File: src/rtl/pld_fifo_arbiter_pkg.sv
// Shared types and helpers for the payload-FIFO round-robin arbiter.
// Holds the FSM encoding, the round-robin search and the counter-width helper.
package pld_fifo_arbiter_pkg;

  typedef enum logic {
    IDLE  = 1'b0,
    BURST = 1'b1
  } state_e;

  localparam int unsigned MAX_SRC  = 8;
  localparam int unsigned MAX_ID_W = 3;

  function automatic int unsigned clog2_u(input int unsigned v);
    int unsigned r;
    r = 0;
    for (int unsigned k = 0; k < 32; k++) begin
      if ((64'd1 << k) < 64'(v)) r = k + 1;
    end
    return r;
  endfunction

  // First set request after 'last', wrapping modulo num; returns 'last' if none.
  function automatic logic [MAX_ID_W-1:0] rr_next(input logic [MAX_SRC-1:0]  req,
                                                  input logic [MAX_ID_W-1:0] last,
                                                  input int unsigned         num);
    logic [MAX_ID_W-1:0] pick;
    int unsigned         idx;
    pick = last;
    // Walk from the farthest candidate down so the nearest one wins.
    for (int unsigned k = MAX_SRC; k >= 1; k--) begin
      if (k <= num) begin
        idx = (32'(last) + k) % num;
        if (req[idx[MAX_ID_W-1:0]]) pick = MAX_ID_W'(idx);
      end
    end
    return pick;
  endfunction

endpackage

File: src/rtl/pld_fifo_arbiter_rr_priority_picker.sv
// Combinational round-robin picker: winner index after last_grant, plus any-request flag.
module pld_fifo_arbiter_rr_priority_picker
  import pld_fifo_arbiter_pkg::*;
#(
  parameter int unsigned NUM_SRC = 4,
  parameter int unsigned ID_W    = 2
) (
  input  logic [NUM_SRC-1:0] req,
  input  logic [ID_W-1:0]    last_grant,
  output logic [ID_W-1:0]    winner_c,
  output logic               any_req_c
);

  logic [MAX_SRC-1:0]  req_ext;
  logic [MAX_ID_W-1:0] pick;

  assign req_ext   = MAX_SRC'(req);
  assign pick      = rr_next(req_ext, MAX_ID_W'(last_grant), NUM_SRC);
  assign winner_c  = ID_W'(pick);
  assign any_req_c = |req;

endmodule

File: src/rtl/pld_fifo_arbiter.sv
// Round-robin arbiter sharing the payload FIFO write port among sources, one record per grant.
// Optional statistics counters built when PLD_FIFO_ARBITER_STATS_EN is defined.
module pld_fifo_arbiter
  import pld_fifo_arbiter_pkg::*;
#(
  parameter int unsigned NUM_SRC      = 4,
  parameter int unsigned WORD_WIDTH   = 64,
  parameter int unsigned BURST_WORDS  = 2,
  parameter int unsigned SRC_ID_WIDTH = 2
) (
  input  logic                          clk,
  input  logic                          reset,
  input  logic [NUM_SRC*WORD_WIDTH-1:0] src_data,
  input  logic [NUM_SRC-1:0]            src_valid,
  output logic [NUM_SRC-1:0]            src_rdy,
  input  logic                          arb_enable,
  output logic [WORD_WIDTH-1:0]         pld_fifo_din,
  output logic                          pld_fifo_wr,
  input  logic                          pld_fifo_full,
  output logic [SRC_ID_WIDTH-1:0]       grant_id,
  output logic                          busy,
  output logic [31:0]                   records_granted,
  output logic [31:0]                   stall_cycles
);

  localparam int unsigned             CNT_W     = clog2_u(BURST_WORDS) + 1;
  localparam logic [CNT_W-1:0]        LAST_WORD = CNT_W'(BURST_WORDS - 1);
  localparam logic [SRC_ID_WIDTH-1:0] LAST_SRC  = SRC_ID_WIDTH'(NUM_SRC - 1);

  state_e                  state, state_nxt;
  logic [SRC_ID_WIDTH-1:0] grant_q, grant_nxt;
  logic [SRC_ID_WIDTH-1:0] last_grant, last_grant_nxt;
  logic [CNT_W-1:0]        word_cnt, word_cnt_nxt;
  logic [SRC_ID_WIDTH-1:0] winner;
  logic                    any_req;
  logic                    start;
  logic                    in_burst;
  logic                    sel_valid;
  logic [WORD_WIDTH-1:0]   sel_data;
  logic                    xfer;

  pld_fifo_arbiter_rr_priority_picker #(
    .NUM_SRC (NUM_SRC),
    .ID_W    (SRC_ID_WIDTH)
  ) u_rr_priority_picker (
    .req        (src_valid),
    .last_grant (last_grant),
    .winner_c   (winner),
    .any_req_c  (any_req)
  );

  // Select the granted source's valid and word.
  always_comb begin
    sel_valid = 1'b0;
    sel_data  = '0;
    for (int unsigned i = 0; i < NUM_SRC; i++) begin
      if (grant_q == SRC_ID_WIDTH'(i)) begin
        sel_valid = src_valid[i];
        sel_data  = src_data[i*WORD_WIDTH +: WORD_WIDTH];
      end
    end
  end

  assign start    = arb_enable & any_req;
  assign in_burst = (state == BURST) & ~reset;

  always_ff @(posedge clk) begin
    if (reset) begin
      state      <= IDLE;
      grant_q    <= '0;
      last_grant <= LAST_SRC;
      word_cnt   <= '0;
    end else begin
      state      <= state_nxt;
      grant_q    <= grant_nxt;
      last_grant <= last_grant_nxt;
      word_cnt   <= word_cnt_nxt;
    end
  end

  always_comb begin
    state_nxt      = state;
    grant_nxt      = grant_q;
    last_grant_nxt = last_grant;
    word_cnt_nxt   = word_cnt;
    xfer           = 1'b0;
    unique case (state)
      IDLE: begin
        if (start) begin
          state_nxt      = BURST;
          grant_nxt      = winner;
          last_grant_nxt = winner;
          word_cnt_nxt   = '0;
        end
      end
      BURST: begin
        // Grant is held through valid gaps so a record is never split.
        xfer = sel_valid & ~pld_fifo_full & ~reset;
        if (xfer) begin
          if (word_cnt == LAST_WORD) begin
            state_nxt    = IDLE;
            word_cnt_nxt = '0;
          end else begin
            word_cnt_nxt = word_cnt + CNT_W'(1);
          end
        end
      end
      default: state_nxt = IDLE;
    endcase
  end

  always_comb begin
    src_rdy = '0;
    for (int unsigned i = 0; i < NUM_SRC; i++) begin
      src_rdy[i] = xfer & (grant_q == SRC_ID_WIDTH'(i));
    end
  end

  assign pld_fifo_wr  = xfer;
  assign pld_fifo_din = in_burst ? sel_data : '0;
  assign grant_id     = grant_q;
  assign busy         = in_burst;

`ifdef PLD_FIFO_ARBITER_STATS_EN
  logic [31:0] rec_cnt;
  logic [31:0] stall_cnt;
  logic        stall;

  assign stall = (state == BURST) & sel_valid & pld_fifo_full;

  // Saturating statistics counters.
  always_ff @(posedge clk) begin
    if (reset) begin
      rec_cnt   <= '0;
      stall_cnt <= '0;
    end else begin
      if ((state == IDLE) && start && (rec_cnt != 32'hFFFF_FFFF)) rec_cnt <= rec_cnt + 32'd1;
      if (stall && (stall_cnt != 32'hFFFF_FFFF)) stall_cnt <= stall_cnt + 32'd1;
    end
  end

  assign records_granted = rec_cnt;
  assign stall_cycles    = stall_cnt;
`else
  assign records_granted = '0;
  assign stall_cycles    = '0;
`endif

`ifndef SYNTHESIS
  always @(posedge clk) begin
    if (!reset) begin
      assert (!(pld_fifo_wr && pld_fifo_full)) else $error("pld_fifo_wr while pld_fifo_full");
      assert ($onehot0(src_rdy)) else $error("multiple src_rdy bits high");
    end
  end
`endif

endmodule

File: config.mk
export PLATFORM = sky130hd
export DESIGN_NAME = pld_fifo_arbiter
export DESIGN_NICKNAME = d
export VERILOG_FILES = /design/src/rtl/pld_fifo_arbiter_pkg.sv /design/src/rtl/pld_fifo_arbiter_rr_priority_picker.sv /design/src/rtl/pld_fifo_arbiter.sv
export SDC_FILE = /design/constraint.sdc
export NUM_CORES = 1
export LEC_CHECK = 0
export BUFFER_PORTS_ARGS = -buffer_cell sky130_fd_sc_hd__buf_2
export CAP_MARGIN = 20
export CELL_PAD_IN_SITES_DETAIL_PLACEMENT = 1
export CELL_PAD_IN_SITES_GLOBAL_PLACEMENT = 2
export CORE_AREA = 2 2 157 159
export DETAILED_ROUTE_END_ITERATION = 8
export DIE_AREA = 0 0 159 161
export PLACE_DENSITY = 0.67
export SYNTH_ARGS = -nofsm -noshare
export SYNTH_HDL_FRONTEND = slang
export SYNTH_SLANG_ARGS = --single-unit
File: constraint.sdc
create_clock -name clk -period 1.73 [get_ports clk]
set_input_delay 0.173 -clock clk [delete_from_list [all_inputs] [get_ports clk]]
set_output_delay 0.173 -clock clk [all_outputs]
set_load 0.1 [all_outputs]
==> flow_metrics.env <==
export IMPL_status="finished, violations left"
export IMPL_violations="negative setup slack"
export IMPL_grt_max_degree=37
export IMPL_area_growth_pct=129
export IMPL_post_route_cell_area_um2=6750
export IMPL_crit_path_start_kind="register"
export IMPL_cp_max_fo=6
export IMPL_synth_edff_count=0
export IMPL_yosysWarnings=0
export IMPL_synth_async_sr_flop_share_pct=0
export IMPL_fillCellCount=2746
export IMPL_yosys_area_top_type="mux4_2"
export IMPL_regArea_um2=148
export IMPL_hold_viol=0
export IMPL_synth_area_um2=2940
export IMPL_multi_input_area_um2=2950
export IMPL_antenna_found_initial=3
export IMPL_worstPathArrival_ns=1.77
export IMPL_cts_buffers_inserted=3
export IMPL_dieArea_um2=25600
export IMPL_fin_nets=877
export IMPL_layout_setup_ws_ns=-0.214
export IMPL_placed_cell_area_um2=5510
export IMPL_rsz0062_at_grt="true"
export IMPL_crit_top_cell="buf_6"
export IMPL_path_cells="buf_12 > buf_6 > mux4_2 > nor2b_4 > buf_6"
export IMPL_ir_drop_mv=0.245
export IMPL_synth_seq_cells=7
export IMPL_path_class="register to primary output"
export IMPL_synth_seq_area_share_pct=4.76
export IMPL_holdCritPathClass="input port to register"
export IMPL_overflow=0
export IMPL_h_tree_depth=1
export IMPL_postSynthAreaPerCell_um2=10.9
export IMPL_yosys_top_cells_area="mux4_2 (50%), buf_4 (16%), nor2b_1 (14%), dfxtp_1 (4.8%), buf_2 (1.5%)"
export IMPL_postRouteAntennaNets=0
export IMPL_worst_path_buf_inv=3
export IMPL_post_route_drc_count=0
export IMPL_ys_flop_type="dfxtp_1"
export IMPL_finish_utilization_pct=28.1
export IMPL_initial_core_util_pct=12.3
export IMPL_hold_buffers=0
export IMPL_core_um2=24000
export IMPL_rows=57
export IMPL_ys_top_cells_by_count="mux4_2 (65), nor2b_1 (65), buf_4 (64), clkbuf_1 (12), buf_2 (9)"
export IMPL_slowest_stage="mux4_2"
export IMPL_fin_cells=939
export IMPL_power_density_nw_per_um2=518
export IMPL_p_leak_nw=3.03
export IMPL_syn_instance_count=271
export IMPL_drtIter0Drc=123
export IMPL_grt_pass1_wl_um=24300
export IMPL_cts_tree="done"
export IMPL_maxCapViolCount=0
export IMPL_post_route_period_util_pct=112
export IMPL_fin_worst_skew_ns=0.00263
export IMPL_clk_latency_ns=0.23
export IMPL_whs_ns=0.275
export IMPL_cp_end_kind="primary output"
export IMPL_clk_pin_slew_ns=0.04
export IMPL_die_width_um=159
export IMPL_clock_sinks=7
export IMPL_gp_congestion=0.817
export IMPL_io_buffer_count=335
export IMPL_setup_viol=67
export IMPL_wl_per_cell_um=18.9
export IMPL_die_h_um=161
export IMPL_place_inst=921
export IMPL_ios=400
export IMPL_dr_total_vias=3613
export IMPL_drt_total_wl_um=17700
export IMPL_cpPeakStageDelay_ns=0.52
export IMPL_grt_use_total_pct=12.1
export IMPL_cp_required_ns=1.56
export IMPL_drv_slew=0
export IMPL_cts_buffer_depth=2
export IMPL_synth_top_area_share_pct=49.7
export IMPL_fmax_mhz=514
export IMPL_synth_cell_types=33
export IMPL_dr_pass1_iters=4
export IMPL_vias_per_cell=3.85
export IMPL_crit_family="multiplexers"
export IMPL_hpwl_um=14300
export IMPL_root_buffer="clkbuf_16"
export IMPL_period_needed_ns=1.94
export IMPL_drive_gt1_share_pct=82.5
export IMPL_grt_pass1_vias=3756
## layer usage
| metal | routed length, um | global-route usage, % | part of all wire [%] | up-vias |
|---|---|---|---|---|
| met2 | 9930 | 23.1 | 56 | 181 |
| li1 | - | - | - | 1587 |
| met4 | 138 | 2.07 | 0.78 | 0 |
| met5 | 0 | 0 | 0 | - |
| met1 | 6650 | 14.2 | 38 | 1839 |
| met3 | 1010 | 2.47 | 5.7 | 6 |
## tightest hold or removal path, stage by stage
cell     delay (ns)
buf_2          0.10
buf_4          0.14
a21oi_1        0.05
## cells in the final DEF, fill, tap and decap left out, types with 2 or more instances in the layout
master / count
buf_2: 263
buf_12: 74
mux4_2: 65
nor2b_4: 64
conb_1: 64
buf_4: 10
clkbuf_16: 8
buf_6: 8
nor2_1: 6
dfxtp_1: 5
nand2b_1: 4
diode_2: 3
inv_1: 3
nor3b_1: 2
a211oi_1: 2
a31oi_1: 2
nand2_1: 2
a21oi_1: 2
and3b_1: 2
dfxtp_4: 2
buf_16: 2
## power breakdown
part / switching (W) / internal, W / total [W] / leakage [nW]
Combinational: 0.00174 / 0.00117 / 0.00291 / 2.93
Sequential: 0.0000183 / 0.000173 / 0.000192 / 0.0590
Clock: 0.0000867 / 0.000307 / 0.000393 / 0.0382
## flip-flops by register name, summed over array words and instances (netlist names)
register    flops
grant_id        2
last_grant      2
word_cnt        2
state           1
## cell families (layout without fill, tap and decap cells)
group	count (synthesis)	count (layout)	share of synthesized area [%]
AOI/OAI and AO/OA	16	16	4.72
buffers and inverters	91	369	20.9
DFF	7	7	4.76
muxes	66	66	50.1
other	1	67	0.127
and+or+nand+nor	90	90	19.4
## worst paths after layout
kind	from	to	slack [ns]	cells past startpoint
worst max-delay path	grant_id[0]	pld_fifo_din[39]	-0.21	5
worst min-delay path	reset	grant_id[1]	0.27	3
worst max register to register	grant_id[0]	word_cnt[1]	0.01	8
worst min register to register	word_cnt[1]	word_cnt[1]	0.51	1
## what timing repair did
action / CTS / global route
endpoints found under the setup margin: 66 / 67
pin swaps: 0 / 3
setup buffers: 0 / 5
gates resized for setup: 126 / 130
gates cloned: 0 / 6
## stage by stage
step,setup TNS (ns),power [W],worst slack (ns)
finish,-10.52,0.00349,-0.214
global route,-14.03,0.00364,-0.262
CTS,-13.91,0.00326,-0.259
detailed placement,-2.83,0.00273,-0.116
global placement,-1.72,0.00271,-0.107
floorplan,-9.39,0.00234,-0.842
## final cells by class
type | count | area share (%)
Multi-Input combinational cell | 236 | 43.8
Inverter | 3 | 0.167
Timing Repair Buffer | 362 | 46.6
Sequential cell | 7 | 2.19
Tap cell | 324 | 6.01
Antenna cell | 3 | 0.111
Clock buffer | 4 | 1.17
Note: power is estimated with default switching activity, not from simulation.
